File: src/rtl/ps2_rx.sv
// PS/2 device-to-host frame receiver: sync + debounce, 11-bit shift, start/stop/parity check.
// Define PS2_RX_PARITY_CHECK_EN to make odd parity part of frame validity.
module ps2_rx #(
  parameter int unsigned clk_freq              = 50_000_000,
  parameter int unsigned debounce_counter_size = 8
) (
  input  logic       clk,
  input  logic       rst,
  input  logic       ps2_clk,
  input  logic       ps2_data,
  output logic [7:0] ps2_code,
  output logic       ps2_code_new,
  output logic       frame_err
);

  localparam int unsigned IdleCycles = clk_freq / 18000;
  localparam int unsigned IdleW      = $clog2(IdleCycles + 1);
  localparam int unsigned DbW        = debounce_counter_size;
  localparam logic [DbW-1:0] DbMax   = '1;

  typedef enum logic {StIdle, StRecv} state_e;

  state_e state_q, state_d;

  // Index 0 carries ps2_clk, index 1 carries ps2_data.
  logic [1:0]     sync1_q, sync2_q, deb_q;
  logic [DbW-1:0] db_cnt_q [2];

  logic             clk_deb_prev_q;
  logic [IdleW-1:0] idle_cnt_q;
  logic [10:0]      shift_q, shift_d;
  logic [3:0]       bit_cnt_q, bit_cnt_d;
  logic [7:0]       code_q, code_d;
  logic             code_new_q, code_new_d;
  logic             frame_err_q, frame_err_d;

  logic fall, idle_hit, parity_ok, frame_ok;

  always_ff @(posedge clk) begin
    if (!rst) begin
      sync1_q     <= '1;
      sync2_q     <= '1;
      deb_q       <= '1;
      db_cnt_q[0] <= '0;
      db_cnt_q[1] <= '0;
    end else begin
      sync1_q <= {ps2_data, ps2_clk};
      sync2_q <= sync1_q;
      for (int i = 0; i < 2; i++) begin
        if (sync1_q[i] != sync2_q[i]) begin
          db_cnt_q[i] <= '0;
        end else if (db_cnt_q[i] != DbMax) begin
          db_cnt_q[i] <= db_cnt_q[i] + 1'b1;
        end else begin
          deb_q[i] <= sync2_q[i];
        end
      end
    end
  end

  always_ff @(posedge clk) begin
    if (!rst) begin
      clk_deb_prev_q <= 1'b1;
      idle_cnt_q     <= '0;
    end else begin
      clk_deb_prev_q <= deb_q[0];
      if (!deb_q[0]) begin
        idle_cnt_q <= '0;
      end else if (idle_cnt_q != IdleW'(IdleCycles)) begin
        idle_cnt_q <= idle_cnt_q + 1'b1;
      end
    end
  end

  assign fall     = clk_deb_prev_q & ~deb_q[0];
  // True on the cycle whose edge brings the idle count up to IdleCycles.
  assign idle_hit = deb_q[0] && (idle_cnt_q == IdleW'(IdleCycles - 1));

`ifdef PS2_RX_PARITY_CHECK_EN
  assign parity_ok = ^shift_q[9:1];
`else
  assign parity_ok = 1'b1;
`endif

  assign frame_ok = (bit_cnt_q == 4'd11) && !shift_q[0] && shift_q[10] && parity_ok;

  always_ff @(posedge clk) begin
    if (!rst) begin
      state_q <= StIdle;
    end else begin
      state_q <= state_d;
    end
  end

  always_comb begin
    state_d = state_q;
    unique case (state_q)
      StIdle: if (fall) state_d = StRecv;
      StRecv: if (idle_hit) state_d = StIdle;
      default: state_d = StIdle;
    endcase
  end

  always_comb begin
    shift_d     = shift_q;
    bit_cnt_d   = bit_cnt_q;
    code_d      = code_q;
    code_new_d  = code_new_q;
    frame_err_d = 1'b0;
    unique case (state_q)
      StIdle: begin
        bit_cnt_d = 4'd0;
        if (fall) begin
          shift_d    = {deb_q[1], shift_q[10:1]};
          bit_cnt_d  = 4'd1;
          code_new_d = 1'b0;
        end
      end
      StRecv: begin
        if (fall) begin
          shift_d = {deb_q[1], shift_q[10:1]};
          if (bit_cnt_q != 4'd12) bit_cnt_d = bit_cnt_q + 4'd1;
        end else if (idle_hit) begin
          if (frame_ok) begin
            code_d     = shift_q[8:1];
            code_new_d = 1'b1;
          end else begin
            frame_err_d = 1'b1;
          end
        end
      end
      default: ;
    endcase
  end

  always_ff @(posedge clk) begin
    if (!rst) begin
      shift_q     <= '0;
      bit_cnt_q   <= '0;
      code_q      <= 8'h00;
      code_new_q  <= 1'b1;
      frame_err_q <= 1'b0;
    end else begin
      shift_q     <= shift_d;
      bit_cnt_q   <= bit_cnt_d;
      code_q      <= code_d;
      code_new_q  <= code_new_d;
      frame_err_q <= frame_err_d;
    end
  end

  assign ps2_code     = code_q;
  assign ps2_code_new = code_new_q;
  assign frame_err    = frame_err_q;

endmodule

File: config.mk
export PLATFORM = sky130hd
export DESIGN_NAME = ps2_rx
export DESIGN_NICKNAME = d
export VERILOG_FILES = /design/src/rtl/ps2_rx.sv
export SDC_FILE = /design/constraint.sdc
export NUM_CORES = 1
export LEC_CHECK = 0
export ABC_AREA = 1
export CAP_MARGIN = 20
export CORE_MARGIN = 10
export CORE_UTILIZATION = 43
export DETAILED_ROUTE_END_ITERATION = 12
export GPL_TIMING_DRIVEN = 0
export PLACE_DENSITY = 0.73
export SYNTH_ARGS = -nofsm -noshare
export SYNTH_HDL_FRONTEND = slang
export SYNTH_SLANG_ARGS = --single-unit
export TNS_END_PERCENT = 10
File: constraint.sdc
create_clock -name clk -period 1.65 [get_ports clk]
set_input_delay 0.33 -clock clk [delete_from_list [all_inputs] [get_ports clk]]
set_output_delay 0.33 -clock clk [all_outputs]
set_load 0.1 [all_outputs]
After elaboration in Yosys (flattened, before gate mapping)
Memory sizes are Yosys's and may differ from the RTL's.
Index checks and enable logic that the tools add are counted.
{"block": "op_classes", "reduce_logical": 11, "addsub": 4, "muxes": 33, "bitwise": 14, "n_eq_ne": 14}
{"op": "8-bit 2-to-1 mux", "n": 4}
{"op": "1-bit 2-to-1 mux", "n": 23}
{"op": "8-bit by 1-bit adder with 8-bit output, second input constant", "n": 2}
{"op": "8-bit != test, second input constant", "n": 2}
{"op": "12-bit by 1-bit adder with 12-bit output, second input constant", "n": 1}
{"op": "12-bit equality test, second input constant", "n": 1}
{"op": "12-bit != test, second input constant", "n": 1}
{"op": "11-bit 2-to-1 mux", "n": 1}
{"op": "1-bit NOT", "n": 9}
{"op": "4-bit 2-to-1 mux", "n": 2}
{"op": "2-bit by 1-bit != test with 1-bit output, second input constant", "n": 4}
{"op": "4-bit one-hot mux with 2 select lines", "n": 1}
{"op": "2-bit AND reduction", "n": 4}
{"op": "4-bit AND reduction", "n": 2}
{"op": "4-bit by 1-bit adder with 4-bit output, second input constant", "n": 1}
{"op": "4-bit equality test, second input constant", "n": 1}
{"op": "2-bit != test, second input constant", "n": 2}
{"op": "4-bit != test, second input constant", "n": 1}
{"op": "1-bit OR", "n": 4}
{"op": "1-bit one-hot mux with 2 select lines", "n": 2}
{"op": "4-bit OR reduction", "n": 1}
{"op": "1-bit logical AND", "n": 3}
{"op": "1-bit != test", "n": 2}
{"op": "1-bit bitwise AND", "n": 1}
{"op": "1-bit logical NOT", "n": 1}
{"block": "totals", "elab_cells": 89, "mem_bits_rw": 16, "in_bits": 4, "memories": 1, "reg_bits": 45, "output_inout_bits": 10}
{"name": "db_cnt_q", "depth": 2, "width": 8, "read_ports": 2, "rd_clocked_by_memory_dff": 0, "write_ports": 2, "line": "27", "text": "logic [DbW-1:0] db_cnt_q [2];"}

Depth between registers and ports, before layout
Gate-level depths: netlist of the first run.
{"block": "depth", "ltp_word": 7, "depth_mapped": 9, "mapped_depth_nobuf": 9}

Worst setup path before layout of the first run
No wires, ideal clock.
{"block": "synth_path", "kind": "flip-flop to flip-flop", "start": "mem db_cnt_q[0][0] (netlist name)", "end": "mem db_cnt_q[0][0] (netlist name) (enable)", "path_slack_ns": 0.092, "setup_time_ns": 0.335, "stages_incl_launch_ff": 7, "period_less_slack_ns": 1.558, "path_buffers": 0, "required_time_ns": 1.315, "arrival_ns": 1.222, "path_cell_list": "edfxtp_1 ha_1 nand3_2 nor2_4 nand2_2 nor3_2 nand3_1"}
{"element": "start, declared", "line": "27"}

==> results of run 1 <==
-- final cells by class --
class	instances	area, um2
fillers	567	3030
repair buffers	17	166
clock buffers	11	163
clock inverters	5	32.5
flip-flops and latches	61	1380
inverters	51	191
well taps	77	96.3
plain buffers	8	50.0
multi-input cells	220	1230
-- final timing paths --
path / cells past startpoint / from / to
setup / recovery: 7 / db_cnt_q[0][0] / db_cnt_q[0][0]
hold / removal: 2 / shift_q[7] / shift_q[6]
setup reg to reg: 7 / db_cnt_q[0][0] / db_cnt_q[0][0]
hold reg to reg: 2 / shift_q[7] / shift_q[6]
-- registers in the layout, indices dropped and copies added (netlist names) --
name,count
db_cnt_q,16
idle_cnt_q,12
shift_q,11
ps2_code,8
bit_cnt_q,4
deb_q,2
sync1_q,2
sync2_q,2
clk_deb_prev_q,1
frame_err,1
ps2_code_new,1
state_q,1
-- placed cells by master (no fill, tap or decap), types with 6 or more instances in the layout --
cell,Yosys,layout
a21oi_1,20,20
clkbuf_8,0,10
clkdlybuf4s15_2,0,9
dfxtp_1,45,45
edfxtp_1,16,16
ha_1,7,6
inv_1,47,46
nand2_1,51,50
nand3_1,14,13
nand4_1,7,7
nor2_1,42,41
nor2_2,12,13
nor3_1,7,6
o21ai_0,15,15
xor2_1,7,7
-- power breakdown --
part / total [mW] / switching [mW] / internal, mW
registers: 1.61 / 0.0324 / 1.58
clock network: 1.26 / 0.582 / 0.674
logic: 0.197 / 0.125 / 0.0721
total: 3.06 / 0.739 / 2.32
-- cell families after synthesis --
kind of cell	Yosys count	share of synthesized area, %
buffers and inverters	59	8.57
flip-flops	61	49.0
AO/OA/AOI/OAI	46	8.70
XOR/XNOR	11	3.42
adder cells (fa/ha/maj)	7	3.11
AND/OR/NAND/NOR	156	27.2
-- what timing repair did --
action                     in CTS  in global routing
gates resized for setup        33                  6
pin swaps                       1                  4
setup endpoints to repair      25                 30
buffers inserted                0                  4
-- through the flow --
stage / util (%) / instance area, um2 / setup TNS (ps) / hold slack [ps]
after floorplan: - / 2820 / 0 / 429
after global routing: 52.2 / 3320 / -1800 / 490
after detailed placement: 48.0 / 3050 / -6480 / 442
after global placement: 48.0 / 3050 / -5430 / 443
after CTS: 51.5 / 3270 / -462 / 457
final: 52.2 / 3320 / -513 / 455
-- metal layers --
| layer | up-vias | part of all wire [%] | global-route usage [%] |
|---|---|---|---|
| li1 | 1141 | - | - |
| met1 | 1005 | 46 | 12.9 |
| met2 | 25 | 49 | 18.2 |
| met3 | 9 | 3.0 | 3.50 |
| met4 | 0 | 2.1 | 7.29 |
| met5 | - | 0 | 0 |
-- worst min-delay path, delay by kind of cell, from the launching register on --
family / cells / cell delay, ps
buffers and inverters: 1 / 60
AO/OA/AOI/OAI: 1 / 60
flip-flops: 1 / 300
==> results_dict.tcl, run 1 <==
set metrics [dict create \
    status "finished with violations" \
    violations "negative setup slack" \
    wirelength_mm 5.35 \
    drtIter0Drc 52 \
    critPathKind "flip-flop to flip-flop" \
    yosysMostFrequentCell "nand2_1" \
    netlist_area_mm2 0.00282 \
    critPathMaxFanout 9 \
    layout.nets 379 \
    netlist_instances 340 \
    setup_viol 15 \
    dp_cells 430 \
    fp.dieH_um 101 \
    start_util_pct 44.4 \
    yosys_register_bits 61 \
    synthTopCellsByCount "51 x nand2_1, 47 x inv_1, 45 x dfxtp_1, 42 x nor2_1, 20 x a21oi_1" \
    cts_tree "yes" \
    antenna_cells 0 \
    routedWlPerCell_um 11.9 \
    crit_chain "ha_2, nand3_4, nor2_4, nand2_2, nor3_4, buf_4, nand3_4" \
    max_stage_delay_ps 380 \
    place_ws_ps -341 \
    rsz0062_at_grt "yes" \
    ys_seq_area_share_pct 49.0 \
    drtAntennaViolNets 0 \
    post-dp-hpwl_mm 3.67 \
    dieArea_mm2 0.0102 \
    gr-total-overflow 0 \
    gp_congestion 0.790 \
    synth_cell_types 37 \
    fmax_mhz 590 \
    fin_skew_ps 8.19 \
    ff2ff_setup_slack_ps -40 \
    power.leakage_nw 1.30 \
    synth_area_leader_cell "dfxtp_1" \
    drv_slew 0 \
    min_period_over_period_pct 103 \
    cts.sinks 61 \
    synth.net_count 351 \
    dr_total_vias 2180 \
    core-area_mm2 0.00635 \
    slew_headroom_pct 63.0 \
    critPathArrivalTime_ps 1750 \
    hold_path.class "flip-flop to flip-flop" \
    vdd_drop_max_mv 0.587 \
    syn2layout_area_growth_pct 17.6 \
    cp_top_family "simple AND/OR/NAND/NOR gates" \
    worst_slew_pin_slew_ps 557 \
    root_buffer "clkbuf_8" \
    start_kind "flip-flop" \
    grt_max_degree 12 \
    antenna_found_initial 0 \
    yosys_warnings 0 \
    grt_pass1_wl_mm 9.40 \
    grt_pass1_vias 2184 \
    synth-edff-count 16 \
    crit_required_ps 1710 \
    syn_avg_cell_area_um2 8.29 \
    power_mw 3.06 \
    clock_latency_ps 330 \
    finalHoldViolations 0 \
    power.density_mw_per_mm2 923 \
    setup_ws_ps -44.1 \
    vias_per_cell 4.84 \
    io_pins 14 \
    die_w_um 101 \
    io_buffers 13 \
    min_period_ps 1690 \
    yosys.area.top_type_share_pct 32.0 \
    grt_usage_pct 11.4 \
    drive_above_1_share_pct 20.4 \
    drc 0 \
    crit_slowest_cell "edfxtp_1" \
    row_count 29 \
    cts_made_buffers 9 \
    clockBufferDepth 2 \
    final_cells 450 \
    clkTransAtPathRegs_ps 70 \
    htreeDepth 3 \
    max-cap-violations 0 \
    synthArstFlopShare_pct 0 \
    end_kind "flip-flop" \
    synth.area.top_cells "dfxtp_1 32%, edfxtp_1 17%, nand2_1 6.8%" \
    ys.flop_type "dfxtp_1" \
    worst_path_most_repeated_cell "nand3_4" \
    hold_buffers 0 \
    critical_path_buf_inv_count 1 \
    first_pass_iters 4 \
]
Note: power is estimated with default switching activity, not from simulation.
==> run 2, diff against run 1 <==
Settings changed: CORE_UTILIZATION 43 to 53, PLACE_DENSITY 0.73 to 0.84.
==> results_dict.tcl, run 2 (synthesized netlist as in run 1, its figures left out) <==
set metrics [dict create \
    worst_slew_pin_slew_ps 554 \
    row_count 26 \
    fmax_mhz 588 \
    post-dp-hpwl_mm 3.59 \
    finalHoldViolations 0 \
    first_pass_iters 4 \
    antenna_cells 0 \
    drive_above_1_share_pct 20.1 \
    dr_total_vias 2173 \
    min_period_ps 1700 \
    end_kind "flip-flop" \
    min_period_over_period_pct 103 \
    final_common_cell "nand2_1" \
    gr-total-overflow 0 \
    dieArea_mm2 0.00864 \
    routedWlPerCell_um 11.6 \
    largest_reg_flops 16 \
    largestRegisters "db_cnt_q: 16 flops, idle_cnt_q: 12 flops, shift_q: 11 flops" \
    power.leakage_nw 1.30 \
    drtAntennaViolNets 0 \
    hold_path.class "flip-flop to flip-flop" \
    drv_slew 0 \
    drc 0 \
    status "finished with violations" \
    crit_required_ps 1740 \
    max-cap-violations 0 \
    critPathKind "flip-flop to flip-flop" \
    most-common-layout-cells "51 x nand2_1, 46 x inv_1, 45 x dfxtp_1" \
    clockBufferDepth 2 \
    power_mw 3.08 \
    start_kind "flip-flop" \
    vias_per_cell 4.91 \
    fp.dieH_um 92.9 \
    dp_cells 423 \
    grt_max_degree 12 \
    layout.nets 379 \
    cts_tree "yes" \
    setup_tns_ps -275 \
    violations "negative setup slack" \
    root_buffer "clkbuf_8" \
    final_cells 443 \
    critPathArrivalTime_ps 1790 \
    power.density_mw_per_mm2 927 \
    die_w_um 92.9 \
    grt_pass1_vias 2053 \
    gp_congestion 0.794 \
    fin_skew_ps 5.41 \
    io_pins 14 \
    drtIter0Drc 150 \
    syn2layout_area_growth_pct 17.8 \
    clock_latency_ps 340 \
    cts.sinks 61 \
    start_util_pct 54.8 \
    slew_headroom_pct 63.3 \
    rsz0062_at_grt "yes" \
    cts_made_buffers 9 \
    setup_viol 6 \
    wirelength_mm 5.14 \
    vdd_drop_max_mv 0.667 \
    antenna_found_initial 0 \
    core-area_mm2 0.00514 \
    io_buffers 13 \
    regMostFlops "db_cnt_q" \
    clkTransAtPathRegs_ps 70 \
    htreeDepth 3 \
    critPathMaxFanout 6 \
    setup_ws_ps -50.7 \
    grt_pass1_wl_mm 8.73 \
    grt_usage_pct 12.3 \
]
==> run 2: worst max-delay path, cell delays in order, from the launching register on <==
cell      delay, ps
edfxtp_1        410
ha_4            170
nand3_4          70
nor2_4          130
nand2_2          80
nor3_4          260
or2_1           160
buf_6           140
nor2_2           30
==> run 2: cell type report <==
cell class	count	area, um2
plain buffers	8	50.0
repair buffers	17	173
well taps	70	87.6
clock inverters	5	31.3
clock buffers	11	163
flip-flops and latches	61	1380
inverters	51	191
multi-input cells	220	1240
fillers	431	1820
==> run 2: path summary, 6_finish.rpt <==
path | startpoint | end | slack [ps] | depth (start not counted)
min reg2reg | shift_q[0] | shift_q[0] | 460 | 2
max reg2reg | db_cnt_q[0][0] | db_cnt_q[0][3] | -50 | 8
min | shift_q[0] | shift_q[0] | 460 | 2
max | db_cnt_q[0][0] | db_cnt_q[0][3] | -50 | 8
==> run 2: timing repair <==
item                       CTS  global route
gates resized for setup     32             7
cloned                       0             0
pin swaps                    0             4
setup buffers                0             4
setup endpoints to repair   27            23
hold buffers                 0             0
==> run 2: report_power, final <==
part           leakage [nW]  switching, mW  internal, mW
registers             0.562         0.0346          1.58
logic                 0.636          0.123        0.0728
clock network        0.0968          0.600         0.672
==> run 2: stage by stage <==
step | utilization, % | setup WS, ps | cell area [um2] | hold WS (ps)
3_5_place_dp | 59.1 | -299 | 3040 | 452
5_1_grt | 64.6 | -140 | 3320 | 489
2_1_floorplan | - | 92.5 | 2820 | 429
4_1_cts | 63.3 | -48.6 | 3250 | 462
3_3_place_gp | 59.1 | -256 | 3040 | 443
6_report | 64.6 | -50.7 | 3320 | 457
==> run 2: metal layers <==
metal,GRT usage (%),vias up,share of wire [%],wire length [um]
met1,14.4,1002,46,2380
met3,4.12,7,3.4,174
li1,-,1142,-,-
met4,6.30,0,1.5,76
met5,0,-,0,0
met2,19.7,22,49,2510
==> run 3, diff against run 2 <==
Settings changed: CAP_MARGIN 20 to not set.
==> results of run 3 <==
The final DEF is identical to that of run 2; final timing and power are the same.
